File: config.mk
export PLATFORM = sky130hd
export DESIGN_NAME = interrupt_sequencer
export DESIGN_NICKNAME = d
export VERILOG_FILES = /design/src/rtl/interrupt_sequencer.sv
export SDC_FILE = /design/constraint.sdc
export NUM_CORES = 1
export LEC_CHECK = 0
export BUFFER_PORTS_ARGS = -buffer_cell sky130_fd_sc_hd__buf_4
export CAP_MARGIN = 20
export CORE_ASPECT_RATIO = 0.7
export CORE_MARGIN = 3
export CORE_UTILIZATION = 53
export DETAILED_ROUTE_END_ITERATION = 8
export PLACE_DENSITY_LB_ADDON = 0.25
export REMOVE_ABC_BUFFERS = 1
export SLEW_MARGIN = 20
export SYNTH_ARGS = -nofsm -noshare
export SYNTH_HDL_FRONTEND = slang
export SYNTH_SLANG_ARGS = --single-unit
File: constraint.sdc
create_clock -name clk -period 6.64 [get_ports clk]
set_clock_uncertainty 0.05 [all_clocks]
set_input_delay 0.332 -clock clk [delete_from_list [all_inputs] [get_ports clk]]
set_output_delay 0.332 -clock clk [all_outputs]
set_load 0.05 [all_outputs]
File: src/rtl/interrupt_sequencer.sv
// 6502 interrupt/reset sequencer: owns the bus for reset-vector fetch and NMI/IRQ entry.
// Define INTSEQ_IRQ_EN to enable the maskable IRQ path; otherwise only reset and NMI exist.
module interrupt_sequencer (
    input  logic        clk,
    input  logic        rst,
    input  logic        clk_enable,
    input  logic        irq,
    input  logic        nmi,
    input  logic        instr_boundary,
    input  logic        i_flag,
    input  logic [15:0] pc_in,
    input  logic [7:0]  sp_in,
    input  logic [6:0]  status_in,
    input  logic [7:0]  data_in,
    output logic        busy,
    output logic [15:0] addr,
    output logic [7:0]  data_out,
    output logic        rw,
    output logic        pc_load,
    output logic [15:0] pc_load_value,
    output logic        sp_dec,
    output logic        set_i,
    output logic        nmi_ack,
    output logic        irq_ack
);

    typedef enum logic [3:0] {
        IDLE     = 4'd0,
        RST_VLO  = 4'd1,
        RST_VHI  = 4'd2,
        PUSH_PCH = 4'd3,
        PUSH_PCL = 4'd4,
        PUSH_P   = 4'd5,
        VLO      = 4'd6,
        VHI      = 4'd7,
        LOAD_PC  = 4'd8
    } state_t;

    state_t      state;
    logic        nmi_prev;
    logic        nmi_pend;
    logic        vec_nmi;
    logic        irq_take;
    logic        unused_in;
    logic [7:0]  sp_int;
    logic [7:0]  vec_lo;
    logic [7:0]  vec_hi;
    logic [15:0] pc_lat;
    logic [5:0]  status_lat;

`ifdef INTSEQ_IRQ_EN
    assign irq_take  = irq & ~i_flag;
    assign unused_in = status_in[4];
`else
    assign irq_take  = 1'b0;
    assign unused_in = status_in[4] ^ irq ^ i_flag;
`endif

    // Edge detector runs every clock so a short NMI pulse during a stall is not lost
    always_ff @(posedge clk) begin
        nmi_prev <= nmi;
        if (rst)
            nmi_pend <= 1'b0;
        else if (nmi && !nmi_prev)
            nmi_pend <= 1'b1;
        else if (clk_enable && state == VLO)
            nmi_pend <= 1'b0;
    end

    always_ff @(posedge clk) begin
        if (rst) begin
            state   <= RST_VLO;
            sp_int  <= 8'h00;
            vec_lo  <= 8'h00;
            vec_hi  <= 8'h00;
            vec_nmi <= 1'b0;
        end else if (clk_enable) begin
            case (state)
                IDLE: begin
                    if (instr_boundary && (nmi_pend || irq_take)) begin
                        pc_lat     <= pc_in;
                        sp_int     <= sp_in;
                        status_lat <= {status_in[6:5], status_in[3:0]};
                        state      <= PUSH_PCH;
                    end
                end
                RST_VLO: begin
                    vec_lo <= data_in;
                    state  <= RST_VHI;
                end
                RST_VHI: begin
                    vec_hi <= data_in;
                    state  <= LOAD_PC;
                end
                PUSH_PCH: begin
                    sp_int <= sp_int - 8'd1;
                    state  <= PUSH_PCL;
                end
                PUSH_PCL: begin
                    sp_int <= sp_int - 8'd1;
                    state  <= PUSH_P;
                end
                PUSH_P: begin
                    sp_int <= sp_int - 8'd1;
                    state  <= VLO;
                end
                VLO: begin
                    vec_lo  <= data_in;
                    vec_nmi <= nmi_pend;
                    state   <= VHI;
                end
                VHI: begin
                    vec_hi <= data_in;
                    state  <= LOAD_PC;
                end
                LOAD_PC: state <= IDLE;
                default: state <= IDLE;
            endcase
        end
    end

    // Bus and strobe decode; B is always pushed as 0 with the unused bit 5 set
    always_comb begin
        busy          = (state != IDLE);
        addr          = 16'h0000;
        data_out      = 8'h00;
        rw            = 1'b1;
        pc_load       = 1'b0;
        pc_load_value = 16'h0000;
        sp_dec        = 1'b0;
        set_i         = 1'b0;
        nmi_ack       = 1'b0;
        irq_ack       = 1'b0;
        case (state)
            RST_VLO: addr = 16'hFFFC;
            RST_VHI: addr = 16'hFFFD;
            PUSH_PCH: begin
                addr     = {8'h01, sp_int};
                data_out = pc_lat[15:8];
                rw       = 1'b0;
                sp_dec   = 1'b1;
            end
            PUSH_PCL: begin
                addr     = {8'h01, sp_int};
                data_out = pc_lat[7:0];
                rw       = 1'b0;
                sp_dec   = 1'b1;
            end
            PUSH_P: begin
                addr     = {8'h01, sp_int};
                data_out = {status_lat[5:4], 1'b1, 1'b0, status_lat[3:0]};
                rw       = 1'b0;
                sp_dec   = 1'b1;
            end
            VLO: begin
                addr    = nmi_pend ? 16'hFFFA : 16'hFFFE;
                set_i   = 1'b1;
                nmi_ack = nmi_pend;
`ifdef INTSEQ_IRQ_EN
                irq_ack = ~nmi_pend;
`endif
            end
            VHI: addr = vec_nmi ? 16'hFFFB : 16'hFFFF;
            LOAD_PC: begin
                pc_load       = 1'b1;
                pc_load_value = {vec_hi, vec_lo};
            end
            default: ;
        endcase
    end

endmodule

### Yosys cells after proc, flatten, opt, wreduce, memory -nomap -nowiden

Index checks and enable logic that the tools add are counted.

* flip-flop bits (word level): 53
* input bits: 46
* output and inout port bits: 47
* logic and storage cells: 53

* add/subtract/negate cells: 1
* equal/unequal tests: 9
* multiplexer cells: 16
* bitwise operators: 1
* reductions and logical operators: 17

Operators with widths (count)
* one-hot mux 16 bit (5 select lines): 1
* one-hot mux 4 bit (7 select lines): 1
* one-hot mux 8 bit (3 select lines): 1
* equality test 4 x 3 -> 1 bit (second input constant): 4
* 2-to-1 mux 16 bit: 1
* one-hot mux 8 bit (2 select lines): 1
* equality test 4 x 2 -> 1 bit (second input constant): 2
* 2-to-1 mux 8 bit: 1
* AND reduction 2 bit: 4
* subtractor 8 x 1 -> 8 bit (second input constant): 1
* 2-to-1 mux 1 bit: 7
* 2-to-1 mux 3 bit: 2
* equality test 4 x 1 -> 1 bit (second input constant): 1
* equality test 4 bit (second input constant): 1
* zero test 4 bit: 1
* 2-to-1 mux 4 bit: 1
* AND reduction 4 bit: 1
* nonzero test 2 bit: 2
* nonzero test 4 bit: 1
* OR reduction 2 bit: 2
* logical AND 1 bit: 3
* AND reduction 3 bit: 1
* OR reduction 3 bit: 1
* != test 2 bit (second input constant): 1
* 2 further kinds: 2

### Longest topological paths before layout

* word-level depth: 4
* gate-level depth with buffers: 7
* mapped depth without buffers: 5

### Worst setup path after synthesis

Ideal clock, no wire load.

* path type: reg-to-reg
* from: register state[0]
* to: register pc_lat[0], enable pin
* setup time: 0.401 ns
* arrival: 2.527 ns
* required time: 6.189 ns
* slack: 3.663 ns
* stages on the path, launching flop included: 6
* period minus slack after synthesis: 2.977 ns
* path through: dfxtp_1 clkbuf_1 nor4_1 inv_1 or3_1 nor2_1

* word-level cells in the longest chain between the ends: 2

RTL lines
* start, declared: line 39 `state_t state;`
* start signal, assigned: line 72 `state <= RST_VLO;`
* start signal, assigned: line 84 `state <= PUSH_PCH;`
* start signal, assigned: line 89 `state <= RST_VHI;`
* zero test 4 bit: line 78 `case (state)`
* AND reduction 4 bit (no line)
* end signal, assigned: line 81 `pc_lat <= pc_in;`
* end, declared: line 48 `logic [15:0] pc_lat;`

No other way between the ends.
A chain may end at the register's enable or synchronous reset.

### Worst setup path after layout

* from: register state[0]
* to: output addr[3]

* word-level cells in the longest chain between the ends: 3
* elaborated cells between the ends (all ways): 9
* those cells by class: eq/ne: 7; mux: 1; reduce/logical: 1

RTL lines
* equality test 4 x 3 -> 1 bit / equality test 4 x 2 -> 1 bit (equally long branches): line 134 `case (state)`
* OR reduction 3 bit (no line)
* one-hot mux 16 bit (5 select lines) *: line 134
* end, declared: line 16 `output logic [15:0] addr,`

Every way passes the cells marked *; elsewhere a longest branch is shown, timed or not.

==> out/results.tsv <==
metric	value	unit
Top FF cell, synth	dfxtp_1	
vias in the first global route	2107	
Max Fclk	0.3114	GHz
root buf cell	clkbuf_8	
most common cell after layout, fill and taps aside	buf_4	
post-layout min period	3.211	ns
fin nets	382	
Worst Path Arrival	2.83	ns
total CTS buffers	5	
H-Tree Level Count	2	
CTS resizes	0	
IO Pins	93	
post-route ant nets	0	
Fin Setup TNS	0	ns
Clock Pin Slew Worst Setup and Hold Paths	0.09	ns
final WL	6018	um
drt first pass iters	4	
Req. time, crit path	6.26	ns
Worst Setup End Kind	output pin	
Post-CTS Hold Buffers	0	
max cap viols	0	
critical path class	reg2out	
dpl cells	394	
largest net degree at the start of global routing	32	
Initial Util	57.55	%
CP Launch Type	register	
Post-CTS Setup Bufs	0	
initial DRC count	147	
global-route wire length before repair	10040	um
GPL Wtd Cong	0.8877	
clock buffer depth	2	
die width	90.06	um
Detailed Place HPWL	4359	um
initial antenna violation count	0	
worst-margin pin slew	0.8105	ns
per-cell routed wire length	14.97	um
post-synth cell types	56	
share of async-settable or async-resettable flops after synthesis	0	%
Setup-failing EPs final	0	
Clock Latency Late Sink	0.31	ns
Via density	5.537	
P per Cell Area	239.6	mW/mm^2
Leak Pwr	0.001504	uW
grt total ovfl	0	
final hold vios	0	
Max Slew Vio Count	0	
Peak VDD IR	134.0	uV
die area	0.005839	sq mm
syn_area_per_cell	9.929	sq um
diode count	0	
CTS tree	built	
RSZ-0062 raised after global routing	false	
count of yosys warnings during synthesis	0	
Area Growth Syn to Fin	27.21	%
sequential-to-total area share from yosys stat	48.88	%
Synth Cell Area	0.002621	sq mm
Finished Layout Cells	402	
final routed DRC violation total	0	
clk sinks	53	
Post-synth EDFFs	22	
worst hold path class	in2reg	
Std-Cell Rows	20	
status	completed	
Slew headroom	45.85	%
share of layout cells above drive strength 1	31.55	%
most frequent cells in the layout	buf_4, dfxtp_1, nor2_1, edfxtp_1	
CP max FO	22	
Finished Core Util	73.21	%
Core ar.	0.004554	sq mm
Die Span Y	64.84	um
register bit total from synthesis	53	
via count	2226	
fill count	373	
PortBufs	88	
Mapped Cells	264	
gr usage total	21.04	%
final worst path period share	48.37	%
## final timing paths
check	startpoint	to	slack [ns]	cells after the start
worst max-delay path	state[0]	addr[3]	3.43	5
worst min-delay path	nmi	nmi_prev	0.08	1
worst max register to register	state[0]	sp_int[0]	3.90	5
worst min register to register	vec_nmi	vec_nmi	0.43	2
## routing by layer
layer | up-vias | part of all wire (%) | track usage, %
li1 | 1101 | - | -
met1 | 1043 | 45 | 28.63
met2 | 77 | 47 | 34.33
met3 | 5 | 7.2 | 5.220
met4 | 0 | 0.61 | 4.389
met5 | - | 0 | 0
## flip-flops by register name, summed over array words and instances (netlist names)
register,count
pc_lat,16
sp_int,8
vec_hi,8
vec_lo,8
status_lat,6
state,4
nmi_pend,1
nmi_prev,1
vec_nmi,1
## area by class of cell
class                   instances  area (sq um)  share of cell area, %
multi-input cells             166          1129                  33.85
clock inverters                 3         26.28                 0.7880
clock buffers                   5         68.82                  2.064
well taps                      66         82.58                  2.477
repair buffers                 90         675.6                  20.26
flip-flops and latches         53          1281                  38.42
inverters                      19         71.32                  2.139
## Yosys cell counts (all sizes together) (2+ instances only)
| cell | number | share of area, % |
|---|---|---|
| dfxtp | 31 | 24 |
| a2111oi | 2 | 0.67 |
| nand3b | 2 | 0.57 |
| a21oi | 13 | 2.5 |
| nor3 | 4 | 0.76 |
| a31oi | 2 | 0.48 |
| or3 | 2 | 0.48 |
| clkbuf | 10 | 1.4 |
| a21o | 2 | 0.57 |
| edfxtp | 22 | 25 |
| nand2b | 5 | 1.5 |
| nor2b | 4 | 0.95 |
| a222oi | 6 | 2.3 |
| nor2 | 28 | 4.0 |
| nor4 | 2 | 0.48 |
| inv | 19 | 2.7 |
| nand3 | 5 | 0.95 |
| and3 | 17 | 4.1 |
| o32ai | 5 | 1.7 |
| and4bb | 2 | 0.95 |
| nor3b | 5 | 1.6 |
| mux2i | 18 | 6.9 |
| and2 | 2 | 0.48 |
| o21ai | 8 | 2.0 |
| o22ai | 6 | 1.4 |
| buf | 16 | 4.2 |
| nand2 | 5 | 0.72 |
## where the power goes
part	total (uW)	switching (uW)	leakage (uW)	internal, uW
sequential	364	14.5	0.000451	349
clock	187	110	0.0000487	77.0
combinational	248	162	0.00100	86.1
## worst max-delay path, stage by stage, from the launching register on
cell	delay [ns]
dfxtp_1	0.79
and4bb_1	0.57
or2_1	0.51
inv_2	0.19
o22ai_1	0.22
buf_4	0.23
## kinds of logic after synthesis
group                    Yosys count  share of synthesized area [%]
multiplexers                      19                          7.303
XOR/XNOR                           2                         0.6684
AO/OA/AOI/OAI                     53                          14.56
flip-flops                        53                          48.88
adder cells (fa/ha/maj)            1                         0.4773
buffers and inverters             45                          8.353
other                              1                         0.1431
AND/OR/NAND/NOR                   90                          19.62
## through the flow
step                      total power (uW)  setup WS [ns]  hold WS (ns)  cell area (sq um)
after CTS                            802.5          3.451       0.07846               3329
after global placement               614.2          3.879        0.3936               3234
after global routing                 833.8          3.186       0.07635               3334
after detailed placement             618.8          3.804        0.3952               3234
after floorplan                      536.2         0.5136        0.3097               2474
final                                798.9          3.429       0.08262               3334
Note: power is estimated with default switching activity, not from simulation.
